### src/rtl/mem_access_stage_if.sv
// rtl/mem_access_stage_if.sv - data-memory request/response bus between the MEM stage and memory
interface mem_access_stage_if;
    logic        dmem_req;
    logic        dmem_we;
    logic [31:0] dmem_addr;
    logic [31:0] dmem_wdata;
    logic        dmem_ready;
    logic        dmem_rvalid;
    logic [31:0] dmem_rdata;

    modport master (
        output dmem_req, dmem_we, dmem_addr, dmem_wdata,
        input  dmem_ready, dmem_rvalid, dmem_rdata
    );

    modport slave (
        input  dmem_req, dmem_we, dmem_addr, dmem_wdata,
        output dmem_ready, dmem_rvalid, dmem_rdata
    );
endinterface

### src/rtl/mem_access_stage.sv
// rtl/mem_access_stage.sv - pipeline MEM stage: data-memory access FSM, timeout abort, MEM/WB register
module mem_access_stage #(
    parameter int TIMEOUT = 16
) (
    input  logic                      clk,
    input  logic                      rst,
    input  logic [31:0]               alu_MEM,
    input  logic [31:0]               rs2_mem_data_MEM,
    input  logic                      MemRead_MEM,
    input  logic                      MemWrite_MEM,
    input  logic                      RegWrite_MEM,
    input  logic                      MemtoReg_MEM,
    input  logic [4:0]                rd_MEM,
    mem_access_stage_if.master        dmem,
    output logic                      stall_MEM,
    output logic [31:0]               wb_data_WB,
    output logic [4:0]                rd_WB,
    output logic                      RegWrite_WB,
    output logic                      misaligned_MEM,
    output logic                      bus_err_MEM
);

    typedef enum logic [1:0] {
        ST_IDLE = 2'd0,
        ST_REQ  = 2'd1,
        ST_WAIT = 2'd2
    } state_t;

    localparam logic [7:0] TMO_LAST = 8'(TIMEOUT - 1);

    state_t     state, state_nxt;
    logic [7:0] cnt, cnt_nxt;
    logic       access, aligned, is_store, tmo_hit;
    logic       misaligned, timeout, load_done;

    // Gating with rst keeps stall_MEM low while reset is held, whatever EX/MEM presents.
    assign access   = rst & (MemRead_MEM | MemWrite_MEM);
    assign aligned  = (alu_MEM[1:0] == 2'b00);
    assign is_store = MemWrite_MEM;
    // >= rather than == so a load whose handshake lands on the last cycle still aborts in WAIT.
    assign tmo_hit  = (cnt >= TMO_LAST);

    assign dmem.dmem_addr  = alu_MEM;
    assign dmem.dmem_wdata = rs2_mem_data_MEM;

    always_ff @(posedge clk or negedge rst) begin
        if (!rst) begin
            state <= ST_IDLE;
            cnt   <= 8'd0;
        end else begin
            state <= state_nxt;
            cnt   <= cnt_nxt;
        end
    end

    always_comb begin
        state_nxt     = state;
        cnt_nxt       = cnt;
        stall_MEM     = 1'b0;
        dmem.dmem_req = 1'b0;
        dmem.dmem_we  = 1'b0;
        misaligned    = 1'b0;
        timeout       = 1'b0;
        load_done     = 1'b0;
        case (state)
            ST_IDLE: begin
                if (access) begin
                    if (aligned) begin
                        state_nxt = ST_REQ;
                        cnt_nxt   = 8'd0;
                        stall_MEM = 1'b1;
                    end else begin
                        misaligned = 1'b1;
                    end
                end
            end
            ST_REQ: begin
                dmem.dmem_req = 1'b1;
                dmem.dmem_we  = is_store;
                if (dmem.dmem_ready) begin
                    if (is_store) begin
                        state_nxt = ST_IDLE;
                    end else begin
                        state_nxt = ST_WAIT;
                        stall_MEM = 1'b1;
                        cnt_nxt   = cnt + 8'd1;
                    end
                end else if (tmo_hit) begin
                    timeout   = 1'b1;
                    state_nxt = ST_IDLE;
                end else begin
                    stall_MEM = 1'b1;
                    cnt_nxt   = cnt + 8'd1;
                end
            end
            ST_WAIT: begin
                if (dmem.dmem_rvalid) begin
                    load_done = 1'b1;
                    state_nxt = ST_IDLE;
                end else if (tmo_hit) begin
                    timeout   = 1'b1;
                    state_nxt = ST_IDLE;
                end else begin
                    stall_MEM = 1'b1;
                    cnt_nxt   = cnt + 8'd1;
                end
            end
            default: state_nxt = ST_IDLE;
        endcase
    end

    // MEM/WB register: advance when not stalled, otherwise insert a bubble.
    always_ff @(posedge clk or negedge rst) begin
        if (!rst) begin
            wb_data_WB     <= 32'd0;
            rd_WB          <= 5'd0;
            RegWrite_WB    <= 1'b0;
            misaligned_MEM <= 1'b0;
            bus_err_MEM    <= 1'b0;
        end else begin
            misaligned_MEM <= misaligned;
            bus_err_MEM    <= timeout;
            if (stall_MEM) begin
                RegWrite_WB <= 1'b0;
            end else begin
                wb_data_WB  <= (MemtoReg_MEM && load_done) ? dmem.dmem_rdata : alu_MEM;
                rd_WB       <= rd_MEM;
                RegWrite_WB <= RegWrite_MEM & ~is_store & ~misaligned & ~timeout;
            end
        end
    end

endmodule

### src/flat_wrapper.sv
// flat-port wrapper written by rule: the top's interface ports become plain ports
module mem_access_stage_flat 
#(
    parameter int TIMEOUT = 16
)
  (clk, rst, alu_MEM, rs2_mem_data_MEM, MemRead_MEM, MemWrite_MEM, RegWrite_MEM, MemtoReg_MEM, rd_MEM, stall_MEM, wb_data_WB, rd_WB, RegWrite_WB, misaligned_MEM, bus_err_MEM, dmem_dmem_req, dmem_dmem_we, dmem_dmem_addr, dmem_dmem_wdata, dmem_dmem_ready, dmem_dmem_rvalid, dmem_dmem_rdata);
  mem_access_stage_if dmem_i ();
  input  logic clk;
  input  logic rst;
  input  logic [31:0] alu_MEM;
  input  logic [31:0] rs2_mem_data_MEM;
  input  logic MemRead_MEM;
  input  logic MemWrite_MEM;
  input  logic RegWrite_MEM;
  input  logic MemtoReg_MEM;
  input  logic [4:0] rd_MEM;
  output logic stall_MEM;
  output logic [31:0] wb_data_WB;
  output logic [4:0] rd_WB;
  output logic RegWrite_WB;
  output logic misaligned_MEM;
  output logic bus_err_MEM;
  output wire logic [$bits(dmem_i.dmem_req)-1:0] dmem_dmem_req;
  output wire logic [$bits(dmem_i.dmem_we)-1:0] dmem_dmem_we;
  output wire logic [$bits(dmem_i.dmem_addr)-1:0] dmem_dmem_addr;
  output wire logic [$bits(dmem_i.dmem_wdata)-1:0] dmem_dmem_wdata;
  input wire logic [$bits(dmem_i.dmem_ready)-1:0] dmem_dmem_ready;
  input wire logic [$bits(dmem_i.dmem_rvalid)-1:0] dmem_dmem_rvalid;
  input wire logic [$bits(dmem_i.dmem_rdata)-1:0] dmem_dmem_rdata;
  assign dmem_dmem_req = dmem_i.dmem_req;
  assign dmem_dmem_we = dmem_i.dmem_we;
  assign dmem_dmem_addr = dmem_i.dmem_addr;
  assign dmem_dmem_wdata = dmem_i.dmem_wdata;
  assign dmem_i.dmem_ready = dmem_dmem_ready;
  assign dmem_i.dmem_rvalid = dmem_dmem_rvalid;
  assign dmem_i.dmem_rdata = dmem_dmem_rdata;
  mem_access_stage #(.TIMEOUT(TIMEOUT)) u_core (.clk(clk), .rst(rst), .alu_MEM(alu_MEM), .rs2_mem_data_MEM(rs2_mem_data_MEM), .MemRead_MEM(MemRead_MEM), .MemWrite_MEM(MemWrite_MEM), .RegWrite_MEM(RegWrite_MEM), .MemtoReg_MEM(MemtoReg_MEM), .rd_MEM(rd_MEM), .dmem(dmem_i), .stall_MEM(stall_MEM), .wb_data_WB(wb_data_WB), .rd_WB(rd_WB), .RegWrite_WB(RegWrite_WB), .misaligned_MEM(misaligned_MEM), .bus_err_MEM(bus_err_MEM));
endmodule
### config.mk
export PLATFORM = sky130hd
export DESIGN_NAME = mem_access_stage_flat
export DESIGN_NICKNAME = d
export VERILOG_FILES = /design/src/rtl/mem_access_stage_if.sv /design/src/rtl/mem_access_stage.sv /design/src/flat_wrapper.sv
export SDC_FILE = /design/constraint.sdc
export NUM_CORES = 1
export LEC_CHECK = 0
export BUFFER_PORTS_ARGS = -buffer_cell sky130_fd_sc_hd__buf_2
export CORE_MARGIN = 3
export CORE_UTILIZATION = 45
export CTS_BUF_LIST = sky130_fd_sc_hd__clkbuf_8 sky130_fd_sc_hd__clkbuf_16
export CTS_CLUSTER_DIAMETER = 150
export CTS_CLUSTER_SIZE = 40
export DETAILED_ROUTE_END_ITERATION = 12
export PLACE_DENSITY = 0.86
export SLEW_MARGIN = 20
export SYNTH_ARGS = -nofsm -noshare
export SYNTH_HDL_FRONTEND = slang
export SYNTH_SLANG_ARGS = --single-unit
### constraint.sdc
create_clock -name clk -period 2.95 [get_ports clk]
set_input_delay 0.59 -clock clk [delete_from_list [all_inputs] [get_ports clk]]
set_output_delay 0.59 -clock clk [all_outputs]
set_load 0.1 [all_outputs]
==> results.txt <==
Input and output buffers added on the ports amount to 151. The antenna violation net count after detailed routing came out at 0. The global-route wire length before repair is 10700 µm.

The portion of netlist area occupied by mux cells came out at 26.4%. After floorplanning, the core was divided into 29 placement rows. The most used flip-flop cell after synthesis is sky130_fd_sc_hd__dfrtp_1. The number of DRC markers after the initial detailed-route iteration is 31.

The first detailed-routing pass took 4 iterations. The highest ir drop seen on vdd came out at 0.000929 V. The maximum clock insertion buffer count came out at 2.

Ranked by instance count, the synthesized netlist is headed by sky130_fd_sc_hd__buf_4, sky130_fd_sc_hd__mux2_2, sky130_fd_sc_hd__dfrtp_1. 0 antenna diodes ended up in the layout. The via count of the routed design is 2325. The number of placed cells counting well taps came out at 441.

In this run the static leakage power is 1.81 nW. In this run the mean area of a mapped cell was 11.8 µm². Counting cells, the worst reg-to-reg path comes to 5. By area, the combinational part of the netlist is dominated by multiplexers.

The critical path in this run is classified as reg -> out. The fraction of final layout cells sized beyond drive strength 1 is between 60% and 70%. The async set-reset flop share out of synthesis came out at between 90% and 100%. Summed over all nets, the half-perimeter wirelength after detailed placement is 5740 µm. The detailed-route wire length per cell is 16.5 µm.

The routability congestion estimate is ~0.83. The number of gates given a new drive strength after cts is 0. The portion of synthesized cell area occupied by the leading cell type is 39.8%. The via count of the first global-routing pass came out at 2248. The reg-to-reg setup timing slack is 0.46 ns. The multi-input gate area in the final layout came out at 1350 µm². The final layout contains routed wiring with a total length of 7420 µm. The number of different library cells used by synthesis comes to 44.

The biggest area contributor in the post-synthesis netlist is sky130_fd_sc_hd__dfrtp_1. The core box area came out at 6570 µm². At the end of the flow, the number of nets in the layout was 469. The area taken by flip-flops and latches came out at ~1300 µm². The tightest min-delay check is of the in -> async type. The initial antenna violation count is 0. The post-placement worst setup slack is 0.451 ns. The worst setup path is captured at an output port. Synthesis produced 267 cells. The number of buffers inserted during clock tree synthesis came out at 5.

The count of final hold-check violations is 0. The final setup violation count is 0. The relative max-transition margin came out at a little over two fifths. The slew at the pin with the worst max-slew slack came out at 0.854 ns. The H-tree was split into 2 levels. The number of top-level pins is 216. The post-synthesis share of cell area spent on xor and xnor gates is 0%. The arithmetic-cell share of the synthesized area counting full adders, half adders and majority gates came out at 1.99%. The synthesized netlist devotes 7.93% of its cell area to compound gates.

The cell chosen for the clock root is sky130_fd_sc_hd__clkbuf_8. The worst clock skew is 0.00497 ns. The count of pins over their slew limit came to 0. The flow ran to the end, and the final reports show no timing, DRC or antenna violations. During synthesis, Yosys emitted a total of 0 warnings.

The area fraction in and, or, nand and nor cells after synthesis is between 6 and 7%. The CTS clock-pin slew for the worst setup and hold paths came out at 0.09 ns. The worst-skew pair later-pin latency is ~0.30 ns. Yosys mapped a number of flops with a built-in enable equal to 0. The post-route fraction of the period consumed by the critical path is between 90% and 100%. The floorplan step set the die height to 89.6 µm. The final routed DRC violation total came out at 0. The total global-route track usage came out at 17.4%.

The total negative slack is 0 ns. The share of synthesized area occupied by flip-flops and latches came out at 39.8%. The number of sinks driven by the clock tree came out at 50.

Yosys instantiated no cell more often than sky130_fd_sc_hd__buf_4. The number of maximum-capacitance violations came out at 0. The net count of the mapped netlist is 381. The post-route minimum period came out at 2.74 ns.

The number of standard cells in the layout, taps in and fillers out came out at 449. The total global routing overflow came out at 0. The die covers 8020 µm².

The floorplan step set the die width to ~90 µm. The starting density of the core is 47.8%. The total power of the final layout is roughly 4.7 mW. In this run, synthesis produced a sequential element count of 50. Counting the fill cells in the layout gives between 600 and 700. Once the clock tree was built, the setup fixing pass inserted 0 buffers. TritonCTS built the clock tree. The critical path data required time is 2.36 ns.

The area of the mapped netlist came out at 3140 µm². At the worst endpoint, the arrival time is 2.15 ns. The critical-path maximum fanout is 7.

In the post-synthesis netlist, the biggest area contributors are sky130_fd_sc_hd__dfrtp_1, sky130_fd_sc_hd__mux2_2, sky130_fd_sc_hd__buf_4. From synthesis to final layout, the design area changed by 15.7%. The hold-fix buffer count after cts came out at 0. The highest clock frequency the design can meet came out at 365 MHz. The pin count of the biggest net entering global routing is 51. The setup slack of the critical path after layout came out at 0.212 ns. Dividing the detail-routed via count by the number of cells gives between 5 and 6.

STA classifies the critical path startpoint as a flip-flop. The total power per unit cell area is 1310 nW/µm². Setup repair after global routing left no endpoint under its margin.
-- flip-flops by register name (all words and copies together) (netlist names) --
name	cells
u_core.wb_data_WB	32
u_core.state	2
u_core.cnt	8
u_core.bus_err_MEM	1
u_core.misaligned_MEM	1
u_core.RegWrite_WB	1
u_core.rd_WB	5
-- cell type report --
| cell class | count | area share [%] |
|---|---|---|
| Clock buffer | 5 | 1.89 |
| Inverter | 4 | 0.516 |
| Tap cell | 93 | 3.20 |
| Timing Repair Buffer | 154 | 21.8 |
| Clock inverter | 3 | 1.03 |
| Multi-Input combinational cell | 140 | 37.1 |
| Sequential cell | 50 | 34.4 |
-- cells in the final DEF (no fill, tap or decap), types with 4 or more instances in the layout --
master,instances
sky130_fd_sc_hd__nand3_1,4
sky130_fd_sc_hd__buf_2,150
sky130_fd_sc_hd__inv_1,5
sky130_fd_sc_hd__nand2_1,4
sky130_fd_sc_hd__nor2_1,4
sky130_fd_sc_hd__o21ai_0,4
sky130_fd_sc_hd__clkbuf_8,5
sky130_fd_sc_hd__mux2_2,62
sky130_fd_sc_hd__o31ai_1,8
sky130_fd_sc_hd__dfrtp_1,50
sky130_fd_sc_hd__mux2_4,8
sky130_fd_sc_hd__ha_1,4
-- logic make-up after synthesis --
family                     count (synthesis)
AOI/OAI and AO/OA                         33
adders and majority gates                  5
buffers and inverters                     77
DFF                                       50
muxes                                     71
and+or+nand+nor                           31
-- metal layers --
metal	global-route usage, %	wire [µm]	vias up
li1	-	-	1073
met1	20.7	2720	1106
met2	30.9	4010	132
met3	3.50	514	14
met4	5.95	177	0
met5	0	0	-
-- final timing paths --
path | startpoint | to
setup / recovery | u_core.state[0]$_DFFE_PN0P_ | stall_MEM
hold / removal | rst | u_core.wb_data_WB[1]$_DFFE_PN0N_
setup reg to reg | u_core.state[0]$_DFFE_PN0P_ | u_core.wb_data_WB[2]$_DFFE_PN0N_
hold reg to reg | u_core.wb_data_WB[10]$_DFFE_PN0N_ | u_core.wb_data_WB[10]$_DFFE_PN0N_
max in group asynchronous | rst | u_core.cnt[7]$_DFFE_PN0P_
min in group clk | u_core.wb_data_WB[10]$_DFFE_PN0N_ | u_core.wb_data_WB[10]$_DFFE_PN0N_
-- worst max-delay path: stages (launching register included) --
cell,delay [ns]
sky130_fd_sc_hd__dfrtp_1,0.41
sky130_fd_sc_hd__inv_1,0.09
sky130_fd_sc_hd__ha_1,0.30
sky130_fd_sc_hd__nor2b_1,0.18
sky130_fd_sc_hd__o2111ai_1,0.22
sky130_fd_sc_hd__nor3b_4,0.30
sky130_fd_sc_hd__clkinvlp_4,0.16
sky130_fd_sc_hd__buf_12,0.18
-- per-stage QoR --
| step | utilization [%] | instance area (µm²) | hold slack [ns] |
|---|---|---|---|
| 2_1_floorplan | - | 3150 | 0.294 |
| 3_3_place_gp | 53.7 | 3530 | 0.485 |
| 3_5_place_dp | 53.7 | 3530 | 0.490 |
| 4_1_cts | 55.4 | 3640 | 0.482 |
| 5_1_grt | 55.4 | 3640 | 0.515 |
| 6_report | 55.4 | 3640 | 0.467 |
-- power by group --
| part | internal (mW) | leakage [nW] | switching [mW] | total (mW) |
|---|---|---|---|---|
| combinational | 0.647 | 1.14 | 2.56 | 3.21 |
| sequential | 0.932 | 0.610 | 0.139 | 1.07 |
| clock | 0.247 | 0.0607 | 0.219 | 0.466 |
| total | 1.83 | 1.81 | 2.92 | 4.75 |
(Power assumes the default switching activity.)
